==> src/rtl/branch_target_buffer.sv <==
// Direct-mapped branch target buffer with 2-bit saturating direction counters.
// IF looks up the table combinationally every cycle. ID reports resolved control
// transfers back, and the block raises a redirect when the carried prediction was wrong.
module branch_target_buffer #(
   parameter int unsigned ENTRIES = 16,
   parameter int unsigned ADDR_W  = 32,
   parameter int unsigned STAT_W  = 16
) (
   input  logic              clk,
   input  logic              reset,
   input  logic              if_valid,
   input  logic [ADDR_W-1:0] if_pc,
   output logic              pred_taken,
   output logic [ADDR_W-1:0] pred_target,
   input  logic              upd_valid,
   input  logic [ADDR_W-1:0] upd_pc,
   input  logic [1:0]        upd_kind,
   input  logic              upd_taken,
   input  logic [ADDR_W-1:0] upd_target,
   input  logic              upd_pred_taken,
   input  logic [ADDR_W-1:0] upd_pred_target,
   input  logic              flush_all,
   output logic              redirect_valid,
   output logic [ADDR_W-1:0] redirect_pc,
   output logic [STAT_W-1:0] stat_lookups,
   output logic [STAT_W-1:0] stat_mispred
);

   localparam int unsigned IDX_W = $clog2(ENTRIES);
   localparam int unsigned TAG_W = ADDR_W - IDX_W - 2;
   localparam logic [ADDR_W-1:0] PC_INC = ADDR_W'(4);

   localparam logic [1:0] KIND_COND = 2'b00;
   localparam logic [1:0] KIND_JUMP = 2'b01;
   localparam logic [1:0] KIND_IND  = 2'b10;
   localparam logic [1:0] KIND_RSVD = 2'b11;

   logic [ENTRIES-1:0] r_valid;
   logic [ENTRIES-1:0] r_kind_jump;
   logic [TAG_W-1:0]   r_tag    [ENTRIES];
   logic [ADDR_W-1:0]  r_target [ENTRIES];
   logic [1:0]         r_ctr    [ENTRIES];
   logic [STAT_W-1:0]  r_stat_lookups;
   logic [STAT_W-1:0]  r_stat_mispred;

   logic [IDX_W-1:0]   w_if_idx;
   logic [TAG_W-1:0]   w_if_tag;
   logic               w_if_hit;
   logic [IDX_W-1:0]   w_upd_idx;
   logic [TAG_W-1:0]   w_upd_tag;
   logic               w_upd_hit;
   logic               w_redirect;

   // Lookup and redirect decision, both purely combinational.
   always_comb begin
      w_if_idx    = if_pc[IDX_W+1:2];
      w_if_tag    = if_pc[ADDR_W-1:IDX_W+2];
      w_if_hit    = r_valid[w_if_idx] && (r_tag[w_if_idx] == w_if_tag);
      pred_taken  = w_if_hit && (r_kind_jump[w_if_idx] || r_ctr[w_if_idx][1]);
      pred_target = pred_taken ? r_target[w_if_idx] : if_pc + PC_INC;

      w_upd_idx   = upd_pc[IDX_W+1:2];
      w_upd_tag   = upd_pc[ADDR_W-1:IDX_W+2];
      w_upd_hit   = r_valid[w_upd_idx] && (r_tag[w_upd_idx] == w_upd_tag);

      w_redirect  = upd_valid && (upd_kind != KIND_RSVD) &&
                    ((upd_pred_taken != upd_taken) ||
                     (upd_taken && (upd_pred_target != upd_target)));
      redirect_valid = w_redirect;
      redirect_pc    = upd_taken ? upd_target : upd_pc + PC_INC;
      stat_lookups   = r_stat_lookups;
      stat_mispred   = r_stat_mispred;
   end

   // Table update: flush wins over any same-cycle update; indirect hits are dropped.
   always_ff @(posedge clk or posedge reset) begin
      if (reset) begin
         r_valid     <= '0;
         r_kind_jump <= '0;
         for (int i = 0; i < ENTRIES; i++) begin
            r_tag[i]    <= '0;
            r_target[i] <= '0;
            r_ctr[i]    <= 2'b01;
         end
      end else if (flush_all) begin
         r_valid <= '0;
      end else if (upd_valid) begin
         case (upd_kind)
            KIND_COND, KIND_JUMP: begin
               if (w_upd_hit) begin
                  if (upd_taken) begin
                     r_target[w_upd_idx] <= upd_target;
                  end
                  if (upd_kind == KIND_COND) begin
                     if (upd_taken && (r_ctr[w_upd_idx] != 2'b11)) begin
                        r_ctr[w_upd_idx] <= r_ctr[w_upd_idx] + 2'b01;
                     end else if (!upd_taken && (r_ctr[w_upd_idx] != 2'b00)) begin
                        r_ctr[w_upd_idx] <= r_ctr[w_upd_idx] - 2'b01;
                     end
                  end
               end else if (upd_taken) begin
                  r_valid[w_upd_idx]     <= 1'b1;
                  r_kind_jump[w_upd_idx] <= (upd_kind == KIND_JUMP);
                  r_tag[w_upd_idx]       <= w_upd_tag;
                  r_target[w_upd_idx]    <= upd_target;
                  r_ctr[w_upd_idx]       <= 2'b10;
               end
            end
            KIND_IND: begin
               // Keep jr/jalr resolving in ID: never leave a predicting alias behind.
               if (w_upd_hit) begin
                  r_valid[w_upd_idx] <= 1'b0;
               end
            end
            default: ;
         endcase
      end
   end

   // Saturating statistics counters; cleared only by reset.
   always_ff @(posedge clk or posedge reset) begin
      if (reset) begin
         r_stat_lookups <= '0;
         r_stat_mispred <= '0;
      end else begin
         if (if_valid && !(&r_stat_lookups)) begin
            r_stat_lookups <= r_stat_lookups + STAT_W'(1);
         end
         if (w_redirect && !(&r_stat_mispred)) begin
            r_stat_mispred <= r_stat_mispred + STAT_W'(1);
         end
      end
   end

endmodule

==> config.mk <==
export PLATFORM = sky130hd
export DESIGN_NAME = branch_target_buffer
export DESIGN_NICKNAME = d
export VERILOG_FILES = /design/src/rtl/branch_target_buffer.sv
export SDC_FILE = /design/constraint.sdc
export NUM_CORES = 2
export LEC_CHECK = 0
export BUFFER_PORTS_ARGS = -buffer_cell sky130_fd_sc_hd__buf_2
export CAP_MARGIN = 20
export CORE_AREA = 5 5 355 357
export DETAILED_ROUTE_END_ITERATION = 6
export DIE_AREA = 0 0 360 362
export PLACE_DENSITY = 0.72
export RECOVER_POWER = 50
export SKIP_CTS_REPAIR_TIMING = 1
export SYNTH_ARGS = -nofsm -noshare
export SYNTH_HDL_FRONTEND = slang
export SYNTH_SLANG_ARGS = --single-unit
==> constraint.sdc <==
create_clock -name clk -period 50.8 [get_ports clk]
set_input_delay 7.62 -clock clk [delete_from_list [all_inputs] [get_ports clk]]
set_output_delay 7.62 -clock clk [all_outputs]
set_load 0.02 [all_outputs]
==> metrics.md <==
| Metric | Value |
|---|---|
| Commonest cells after routing, fill and taps aside | dfrtp_1 (1008), mux2_2 (628), nand2_1 (599) |
| Static leakage | 28.08 nW |
| Pre-CTS setup slack | 30.71 ns |
| Per-cell routed wire length | 28.52 µm |
| Die X | 360 µm |
| Period minus WS final | 22.56 ns |
| Relative slew slack | -5.122 |
| CP cell instances | buf_2 > clkinvlp_2 > clkbuf_1 > clkbuf_1 > buf_4 > buf_4 > buf_4 |
| Buf/Inv on CP | 7 |
| Max-slew violation count | 1114 |
| Slowest CP cell | clkbuf_1 |
| Cell Rows | 129 |
| Global Route met2 Usage | 0.3886 |
| Max_cap viols | 24 |
| Syn_area_per_cell | between 10 and 15 µm² |
| CTS tree | built |
| Critical Path Start Type | primary input |
| Crit-path max FO | 170 |
| R2R Path Start | r_tag[2] |
| Final wirelength | around 170000 µm |
| M3 GR Usage | 0.05909 |
| Die height | 362 µm |
| Arrival time at the worst endpoint | 23.28 ns |
| Required @ worst endpoint | 51.52 ns |
| Non-filler cells, final | 5845 |
| Max stage delay on crit path | 6.59 ns |
| Async S/R FF share, synth | 1.000 |
| Synth warnings | 0 |
| Register area share after synthesis | 0.4706 |
| Number of CTS-inserted buffers | 105 |
| Vias in the first global route | 37280 |
| End of the critical path | stat_lookups[9] |
| Routability-driven placement congestion ratio | 0.8860 |
| Clock Pin Slew Worst Setup and Hold Paths | ~0.06 ns |
| Synth Cell Area | roughly 54000 µm² |
| Final net count | 4262 |
| TNS Setup | 0 ns |
| Initial antenna violation count | 23 |
| Max H-tree Level | 3 |
| Layout cells sized above 1 | 0.3873 |
| RSZ-0062 raised after global routing | no |
| Yosys reg bits | 1024 |
| Reg2reg end | r_tag[366] |
| Initial DRC count | slightly above 4000 |
| Syn nets | 4219 |
| Ys flop type | dfrtp_1 |
| Crit path kind | in -> async |
| Clock Root Buffer | clkbuf_16 |
| Worst IR Drop VDD | ~0.03 mV |
| Post-DP Area | about 57000 µm² |
| Mapped Cells | slightly above 4000 |
| Post-DP HPWL | 101000 µm |
| Grt peak-use layer | met2 |
| Top cell by count, worst path | buf_4 |
| Hold Crit Class | reg -> reg |
| Distinct cells, synth | 68 |
| Fmax | ~44 MHz |
| # setup viols final | 0 |
| Post-synth EDFFs | 0 |
| Status | complete, but fails checks |
| Fin area | 60120 µm² |
| Worst-skew pair later-pin latency | 0.72 ns |
| Clock tree sinks | 1024 |
| Crit. path cell count | 7 |
| Core area | 122700 µm² |
| Global-route wire length before repair | between 200000 and 250000 µm |
| Vias | 36830 |
| Vias/cell | 6.302 |
| Die ar. | 130300 µm² |
| DRC | 2 |
| CP endpoint kind | async pin |
| Post-DRT Antenna Nets | 0 |
| Pin count of the biggest net entering global routing | between 150 and 200 |
| Drt pass-1 iters | 7 |
| I/O Buffers | approximately 230 |
| Area delta synth->final | 10.32% |
| M1 GR Usage | 0.3453 |
| Final period util | 0.4441 |
| Residual overflow from global routing | 0 |
| PD cells | 33.43 nW/µm² |
| Worst Setup SP | reset |
| Reg2reg setup slack | 45.68 ns |
| R2r worst-path depth | 9 |
| Failing checks | design-rule violations, max-capacitance violations, max-slew violations |
| Setup slack after layout | 28.24 ns |
| Crit-path leading delay family | buffers and inverters |
| CTS Buffer Depth | 3 |
| Tot Pwr | between 2 and 2.5 mW |
| Hold Violations, Final | 0 |
| Starting Density | 0.4443 |
| Dpl cells | 5644 |
| Total Routing Usage GR | 0.2516 |
| # IOs | between 200 and 250 |
| Clk_skew | 0.03016 ns |
| Worst slew pin tran | 9.183 ns |
| Commonest non-fill, non-tap cell in the layout | dfrtp_1 |
==> registers in the layout, indices dropped and copies added (netlist names) <==
signal	flops
r_target	512
r_kind_jump	16
stat_mispred	16
stat_lookups	16
r_ctr	32
r_tag	416
r_valid	16
==> worst min-delay path, cell delays in order (launching register included) <==
cell	delay, ns
dfrtp_1	0.34
nand2_1	0.05
nand2_1	0.05
==> layout make-up <==
type / instances / area (µm²)
Fill cell: 10430 / 62550
Multi-Input combinational cell: 2636 / 26920
Sequential cell: 1024 / 25640
Clock buffer: 155 / 3077
Tap cell: 1637 / 2048
Timing Repair Buffer: 323 / 1789
Clock inverter: 37 / 520.5
Inverter: 26 / 98.84
Antenna cell: 7 / 17.52
==> how the worst min path moves through the flow <==
stage / from / to / slack [ns] / cells past startpoint
global placement: r_target[401] / r_target[401] / 0.45 / 2
detailed placement: r_target[446] / r_target[446] / 0.46 / 2
global route: r_target[458] / r_target[458] / 0.49 / 2
CTS: r_target[440] / r_target[440] / 0.47 / 2
finish: r_target[440] / r_target[440] / 0.47 / 2
floorplan: r_target[416] / r_target[416] / 0.44 / 2
==> report_power, final <==
group          total, mW  internal, mW  switching (mW)  leakage [nW]
registers          0.928         0.882          0.0461          13.9
clock network      0.810         0.467           0.343          1.77
logic              0.272         0.129           0.143          12.4
==> metal layers <==
layer	part of all wire	routed length, µm
met1	0.41	67890
met5	0.00056	93
met2	0.46	76020
met4	0.043	7186
met3	0.093	15540
==> synth_stat cells (5+ instances only) <==
library cell | number | area share
buf_1 | 37 | 0.0025
a32oi_1 | 12 | 0.0019
buf_8 | 15 | 0.0041
nor4_1 | 26 | 0.0030
a221oi_1 | 17 | 0.0027
o211ai_1 | 31 | 0.0043
a2111oi_0 | 6 | 0.00096
buf_4 | 12 | 0.0017
dfrtp_1 | 1008 | 0.46
xor2_1 | 71 | 0.011
nand4b_1 | 6 | 0.00096
a211o_1 | 5 | 0.00080
buf_2 | 30 | 0.0028
and3_1 | 35 | 0.0040
mux2i_1 | 98 | 0.018
nor3_1 | 6 | 0.00055
xnor2_1 | 94 | 0.015
inv_1 | 26 | 0.0018
nor4bb_1 | 5 | 0.00092
mux2_1 | 56 | 0.012
o21ai_0 | 62 | 0.0057
mux4_1 | 6 | 0.0029
nor2_1 | 80 | 0.0055
dfstp_2 | 16 | 0.0077
a21oi_1 | 23 | 0.0021
mux2_2 | 628 | 0.13
mux2_4 | 140 | 0.039
nand2_1 | 600 | 0.041
nor2b_1 | 23 | 0.0026
nor4b_1 | 6 | 0.00096
o211a_1 | 6 | 0.0011
and4_1 | 9 | 0.0014
o31ai_4 | 16 | 0.0062
ha_1 | 9 | 0.0021
a32o_1 | 12 | 0.0022
clkbuf_1 | 269 | 0.019
nand3_1 | 54 | 0.0050
and2_1 | 8 | 0.00092
a22o_1 | 7 | 0.0011
nand4_1 | 41 | 0.0047
mux4_2 | 368 | 0.15
a22oi_1 | 36 | 0.0050
buf_6 | 21 | 0.0043
==> metrics by stage <==
step / utilization / hold WS, ns
final: 0.4901 / 0.4723
after global placement: 0.4623 / 0.4528
after global routing: 0.4900 / 0.4872
after CTS: 0.4918 / 0.4735
after detailed placement: 0.4625 / 0.4583
after floorplan: - / 0.4409
==> logic make-up (layout without fill, tap and decap cells) <==
| family | Yosys count | after routing | synth area share |
|---|---|---|---|
| AO/OA/AOI/OAI | 252 | 252 | 0.03719 |
| XOR/XNOR | 165 | 165 | 0.02652 |
| adder cells (fa/ha/maj) | 9 | 9 | 0.002066 |
| buffers and inverters | 413 | 541 | 0.03662 |
| flip-flops | 1024 | 1024 | 0.4706 |
| multiplexers | 1296 | 1296 | 0.3529 |
| other | 0 | 7 | 0 |
| AND/OR/NAND/NOR | 914 | 914 | 0.07418 |
Power figures use the tool's default switching activity.
